### src/rtl/aes_pkg.sv
// rtl/aes_pkg.sv - shared AES types, widths and GF(2^8) helper
package aes_pkg;
  localparam int NUM_WORDS = 4;
  localparam int WORD_W    = 32;
  localparam int BLOCK_W   = 128;

  typedef enum logic [1:0] {
    IDLE = 2'd0,
    BUSY = 2'd1,
    DONE = 2'd2
  } state_t;

  // Multiply by x in GF(2^8) modulo the AES polynomial 0x11b.
  function automatic logic [7:0] xtime(input logic [7:0] b);
    return {b[6:0], 1'b0} ^ (b[7] ? 8'h1b : 8'h00);
  endfunction
endpackage

### src/rtl/inv_mixw.sv
// rtl/inv_mixw.sv - inverse MixColumns of one 32-bit column (a0 in bits [31:24])
module inv_mixw
  import aes_pkg::*;
(
  input  logic [WORD_W-1:0] i_word,
  output logic [WORD_W-1:0] o_word
);
  logic [7:0] w_a   [4];
  logic [7:0] w_x2  [4];
  logic [7:0] w_x4  [4];
  logic [7:0] w_x8  [4];
  logic [7:0] w_m9  [4];
  logic [7:0] w_m11 [4];
  logic [7:0] w_m13 [4];
  logic [7:0] w_m14 [4];

  for (genvar i = 0; i < 4; i++) begin : g_byte
    assign w_a[i]   = i_word[31-8*i -: 8];
    assign w_x2[i]  = xtime(w_a[i]);
    assign w_x4[i]  = xtime(w_x2[i]);
    assign w_x8[i]  = xtime(w_x4[i]);
    assign w_m9[i]  = w_x8[i] ^ w_a[i];
    assign w_m11[i] = w_x8[i] ^ w_x2[i] ^ w_a[i];
    assign w_m13[i] = w_x8[i] ^ w_x4[i] ^ w_a[i];
    assign w_m14[i] = w_x8[i] ^ w_x4[i] ^ w_x2[i];
  end

  // Row j of the circulant matrix {0e,0b,0d,09} rotated right by j.
  for (genvar j = 0; j < 4; j++) begin : g_out
    assign o_word[31-8*j -: 8] = w_m14[j] ^ w_m11[(j+1)%4] ^ w_m13[(j+2)%4] ^ w_m9[(j+3)%4];
  end
endmodule

### src/rtl/aes_inv_mix_seq.sv
// rtl/aes_inv_mix_seq.sv - column-serial AES inverse MixColumns sequencer
// COLS inv_mixw units walk the state from word 3 down to word 0; bypass copies in one cycle.
module aes_inv_mix_seq
  import aes_pkg::*;
#(
  parameter int COLS = 1
) (
  input  logic               clk,
  input  logic               rst,
  input  logic               in_valid,
  output logic               in_ready,
  input  logic [BLOCK_W-1:0] in_data,
  input  logic               in_bypass,
  output logic               out_valid,
  input  logic               out_ready,
  output logic [BLOCK_W-1:0] out_data,
  output logic               busy
);
  if (COLS != 1 && COLS != 2 && COLS != 4) begin : g_bad_cols
    $error("aes_inv_mix_seq: COLS must be 1, 2 or 4");
  end

  state_t              r_state;
  state_t              w_next;
  logic [BLOCK_W-1:0]  r_src;
  logic [BLOCK_W-1:0]  r_res;
  logic                r_byp;
  logic [1:0]          r_idx;
  logic                w_accept;
  logic                w_last;
  logic [1:0]          w_widx [COLS];
  logic [WORD_W-1:0]   w_mix  [COLS];

  for (genvar k = 0; k < COLS; k++) begin : g_col
    assign w_widx[k] = 2'(NUM_WORDS - 1 - k) - r_idx;
    inv_mixw u_mixw (
      .i_word (r_src[w_widx[k]*WORD_W +: WORD_W]),
      .o_word (w_mix[k])
    );
  end

  assign w_accept = in_valid & in_ready;
  // The step that reaches word 0 is the last; counter wraps so COLS=4 always ends at idx 0.
  assign w_last   = r_byp | (r_idx == 2'(NUM_WORDS - COLS));
  assign out_data = r_res;

  always_ff @(posedge clk or posedge rst) begin
    if (rst) r_state <= IDLE;
    else     r_state <= w_next;
  end

  always_comb begin
    w_next = r_state;
    case (r_state)
      IDLE:    if (in_valid) w_next = BUSY;
      BUSY:    if (w_last) w_next = DONE;
      DONE:    if (out_ready) w_next = in_valid ? BUSY : IDLE;
      default: w_next = IDLE;
    endcase
  end

  always_comb begin
    in_ready  = (r_state == IDLE) | ((r_state == DONE) & out_ready);
    out_valid = (r_state == DONE);
    busy      = (r_state == BUSY);
  end

  always_ff @(posedge clk or posedge rst) begin
    if (rst) begin
      r_src <= '0;
      r_res <= '0;
      r_byp <= 1'b0;
      r_idx <= '0;
    end else if (w_accept) begin
      r_src <= in_data;
      r_byp <= in_bypass;
      r_idx <= '0;
    end else if (r_state == BUSY) begin
      if (r_byp) begin
        r_res <= r_src;
      end else begin
        for (int k = 0; k < COLS; k++) begin
          r_res[w_widx[k]*WORD_W +: WORD_W] <= w_mix[k];
        end
        r_idx <= r_idx + 2'(COLS);
      end
    end
  end
endmodule

### config.mk
export PLATFORM = sky130hd
export DESIGN_NAME = aes_inv_mix_seq
export DESIGN_NICKNAME = d
export VERILOG_FILES = /design/src/rtl/aes_pkg.sv /design/src/rtl/inv_mixw.sv /design/src/rtl/aes_inv_mix_seq.sv
export SDC_FILE = /design/constraint.sdc
export NUM_CORES = 1
export LEC_CHECK = 0
export BUFFER_PORTS_ARGS = -buffer_cell sky130_fd_sc_hd__buf_2
export CAP_MARGIN = 30
export CELL_PAD_IN_SITES_DETAIL_PLACEMENT = 0
export CELL_PAD_IN_SITES_GLOBAL_PLACEMENT = 1
export CORE_MARGIN = 10
export CORE_UTILIZATION = 40
export CTS_CLUSTER_SIZE = 28
export DETAILED_ROUTE_END_ITERATION = 8
export GPL_ROUTABILITY_DRIVEN = 0
export PLACE_DENSITY_LB_ADDON = 0.08
export SLEW_MARGIN = 30
export SYNTH_ARGS = -nofsm -noshare
export SYNTH_HDL_FRONTEND = slang
export SYNTH_HIERARCHICAL = 1
export SYNTH_SLANG_ARGS = --single-unit
### constraint.sdc
create_clock -name clk -period 11.16 [get_ports clk]
set_clock_uncertainty 0.05 [all_clocks]
set_input_delay 2.232 -clock clk [delete_from_list [all_inputs] [get_ports clk]]
set_output_delay 2.232 -clock clk [all_outputs]
set_load 0.1 [all_outputs]
# Word-level counts from Yosys, hierarchy flattened
# Cells that the tools add are included.
[totals]
ff_bits = 261
in_bits = 133
[op_classes]
bitwise = 53
n_mux = 22
n_shift = 3
n_reduce_logical = 5
n_addsub = 3
eq_ne = 7
[ops]
columns = ["operator", "count"]
rows = [
  ["XOR 8 bit", 48],
  ["bitwise mux 128 bit", 1],
  ["two-way mux 128 bit", 1],
  ["variable shift 32 x 34 -> 128 bit, first input constant", 1],
  ["indexed part select 128 x 8 -> 32 bit", 1],
  ["indexed part select 32 x 34 -> 128 bit", 1],
  ["two-way mux 5 bit", 12],
  ["negator 7 -> 34 bit", 1],
  ["two-way mux 2 bit", 6],
  ["!= test 2 x 1 -> 1 bit, second input constant", 3],
  ["case mux 2 bit (3 select lines)", 1],
  ["equality test 2 bit, second input constant", 2],
  ["AND reduction 2 bit", 2],
  ["AND reduction 3 bit", 1],
  ["adder 2 x 1 -> 2 bit, second input constant", 1],
  ["bitwise AND 1 bit", 2],
  ["equality test 2 x 1 -> 1 bit, second input constant", 1],
  ["zero test 2 bit", 1],
  ["!= test 2 bit, second input constant", 1],
  ["OR 1 bit", 2],
  ["nonzero test 2 bit", 1],
  ["subtractor 2 bit, first input constant", 1],
  ["two-way mux 1 bit", 1],
  ["inverter 1 bit", 1],
]

# Longest topological paths before layout
[depth]
ltp_word = 16
ltp_mapped = 11

# By module
# Netlist, hierarchy kept.
[modules_own_cells]
columns = ["module", "cells_per_inst", "n_inst", "seq_area_each_um2", "area_each_um2"]
rows = [
  ["aes_inv_mix_seq", 933, 1, 6531.3, 12733.5],
  ["inv_mixw", 197, 1, 0.0, 2152.1],
]

# Worst setup path before layout
# No wires, ideal clock.
[synth_path]
kind = "input to output"
startpoint = "in out_ready"
endpoint = "out in_ready"
cell_stages = 2
n_path_buf = 0
arrival_time_ns = 3.684
path_slack_ns = 5.194
path_cell_list = "and2b_1 -> nor2_1"
[synth_via]
elab_chain_len = 2
[synth_rtl]
columns = ["item", "line_no", "source"]
rows = [
  ["start: declaration", "aes_inv_mix_seq.sv:15", "input logic out_ready,"],
  ["bitwise AND 1 bit", "aes_inv_mix_seq.sv:63", "in_ready = (r_state == IDLE) | ((r_state == DONE) & out_ready);"],
  ["OR 1 bit", "aes_inv_mix_seq.sv:63", ""],
  ["end: declaration", "aes_inv_mix_seq.sv:11", "output logic in_ready,"],
]
# No other way between the ends.

# Worst setup path in the final report
# Ends and elaborated chain as after synthesis.

==> summary.txt <==
Logic synthesis
  • #FFs+latches synth: 261
  • Syn nets: 1268
  • XOR/XNOR share of the synthesized area: 0.138
  • Compound-Gate Fraction of Synth Area: 0.0880
  • Post-synthesis mux area share: 0.227
  • Netlist cell types: 39
  • Post-synth top area cell: dfrtp_1
  • Most frequent cell after synthesis: dfrtp_1
  • Yosys warnings: 6
  • Top cell type's share of synthesized area: 0.439
  • Main area contributors after synthesis: dfrtp_1, mux2_1, xnor2_1
  • Simple-gate portion of the synthesized area: 0.0561
  • Sequential share of the synthesized area: 0.439
  • Synth Area in Adders: 0.00420
  • Top cells by count, synth: dfrtp_1, mux2_1, xnor2_1, nand2_1, a32o_1
  • Mean Syn Cell Area: 13.2 µm²
  • Number of flops mapped to enable cells by yosys: 0
  • Primary FF master, synth: dfrtp_1
  • Post-Syn Instances: 1130
  • Largest family of logic cells by synthesized area: multiplexers
  • Synth Cell Area: 14900 µm²
  • Async S/R FF share, synth: 1.00

Worst setup path
  • Crit path cell chain: buf_2 -> and2b_1 -> nor2_1 -> buf_2
  • Most common cell on crit path: buf_2
  • Crit Path Max Fanout: 4
  • CP max stage cell: buf_2
  • CP startpoint kind: input pin
  • R2r worst-path depth: 9
  • Worst Path Required: 8.88 ns
  • Setup CP Type: in2out
  • Setup crit end kind: output port
  • Slowest stage delay, CP: 0.43 ns
  • CP Data Arrival Time: 3.08 ns

Clock tree
  • CTS Buf Count: 31
  • CTS tree: done
  • Post-CTS Setup Bufs: 0
  • CTS Hold Bufs: 0
  • Clock-pin slew on the worst setup and hold paths: 0.06 ns
  • Resize count post-CTS: 0
  • Clock tree sinks: 261
  • Insertion delay to the later sink of the worst-skew pair: 0.58 ns
  • Clock root cell: clkbuf_16
  • Clk buf depth: 3
  • CTS H-tree depth: 1

Global routing
  • Initial antenna violation count: 0
  • Global route overflow: 0
  • Vias in the first global route: 11100
  • Largest net degree at the start of global routing: 126
  • First-pass GRT wire length: 74700 µm
  • Overall Global Routing Usage: 0.219

STA
  • Final setup viols: 0
  • Minimum clock period: 5.36 ns
  • Max-slew violation count: 0
  • Worst-Margin Slew: 0.946 ns
  • RSZ-0062 raised after global routing: no
  • Final period utilization: 0.480
  • Slew HR: 0.370
  • Fmax achieved: 0.187 GHz
  • Hold WS: 0.435 ns
  • Final setup TNS: 0 ns
  • Final hold violations: 0
  • Final WS setup: 5.80 ns

Routing
  • WL final: 50100 µm
  • Routed len/inst: 27.5 µm
  • First-pass DRT Iterations: 5
  • Vias per cell: 5.63
  • Antenna-violating nets left: 0
  • Vias: 10300
  • DRC: 0
  • 1st-iter DRT viols: 649

Hold path
  • Hold Path Class: reg2reg
  • Hold Path Stages: 1

Floorplanning
  • Die Wd: 213 µm
  • # IOs: 264
  • DIE HEIGHT: 213 µm
  • Initial Utilization: 0.406
  • Core area: 36700 µm²
  • Site Rows: 70
  • Total die area: 45300 µm²

Outcome
  • Status: completed

Placement
  • Post-DP HPWL: 34400 µm
  • Place WS: 5.80 ns
  • Port bufs: 263

Finish
  • Ratio of cells with drive above 1 in the final layout: 0.325
  • Net count, final: 1473
  • Area grow syn2layout: 16.8%
  • Antenna Diode Count: 0

Flow run
  • Max_cap viols: 0
## state kept, by name, summed over array words and instances (netlist names)
name      flops
r_state       2
r_idx         2
out_data    128
r_byp         1
r_src       128
## per-layer routing
metal,GRT usage,up-vias,part of all wire
met1,0.299,5417,0.45
met2,0.361,250,0.49
met3,0.0365,46,0.051
met4,0.0428,0,0.016
met5,0,-,0
li1,-,4553,-
## final cells by class
type | instances | area [µm²]
fillers | 3437 | 19300
multi-input cells | 753 | 7680
flip-flops and latches | 261 | 6540
repair buffers | 282 | 1550
clock buffers | 46 | 902
well taps | 468 | 586
clock inverters | 7 | 92.6
inverters | 6 | 35.0
## kinds of logic (layout without fill, tap and decap cells)
kind of cell               count (synthesis)  in the layout
AOI/OAI and AO/OA                        169            169
xor gates and xnor gates                 179            179
adders and majority gates                  5              5
buffers and inverters                    116            341
DFF                                      261            261
muxes                                    257            257
and+or+nand+nor                          143            143
## worst paths after layout
check | from | to | slack [ns]
max in group asynchronous | rst | r_src[3] | 8.18
max | out_ready | in_ready | 5.80
max reg2reg | r_idx[0] | out_data[93] | 6.82
min reg2reg | out_data[73] | out_data[73] | 0.44
min | out_data[73] | out_data[73] | 0.44
min in group asynchronous | rst | out_data[62] | 1.69
## through the flow
step,instances,instance area (µm²),utilization
after detailed placement,1768,16300,0.445
after floorplan,1130,14900,-
after global routing,1823,17400,0.474
after CTS,1821,17300,0.472
after global placement,1766,16300,0.443
final,1823,17400,0.474
## critical path: cells and delay by family
kind	cells	cell delay [ns]
AND/OR/NAND/NOR	2	0.33
buffers and inverters	2	0.51
## layout by cell type (no fill, tap or decap), types with 3 or more instances in the layout
master,n
inv_1,5
nand4bb_1,32
clkbuf_16,31
clkinv_2,3
xnor2_1,110
ha_1,4
clkbuf_8,7
buf_16,4
mux2_2,34
dfrtp_1,258
mux2_4,30
mux2_1,161
nand2_1,96
mux4_2,30
buf_4,12
o31ai_1,32
xnor3_1,26
a21oi_1,32
xor2_1,34
buf_6,3
a32o_1,64
buf_2,263
a31oi_1,32
o21ai_4,3
xor3_1,6
clkbuf_1,8
Power is not shown: default switching activity piles up to over one toggle a cycle in this logic, so the estimate is an artifact.
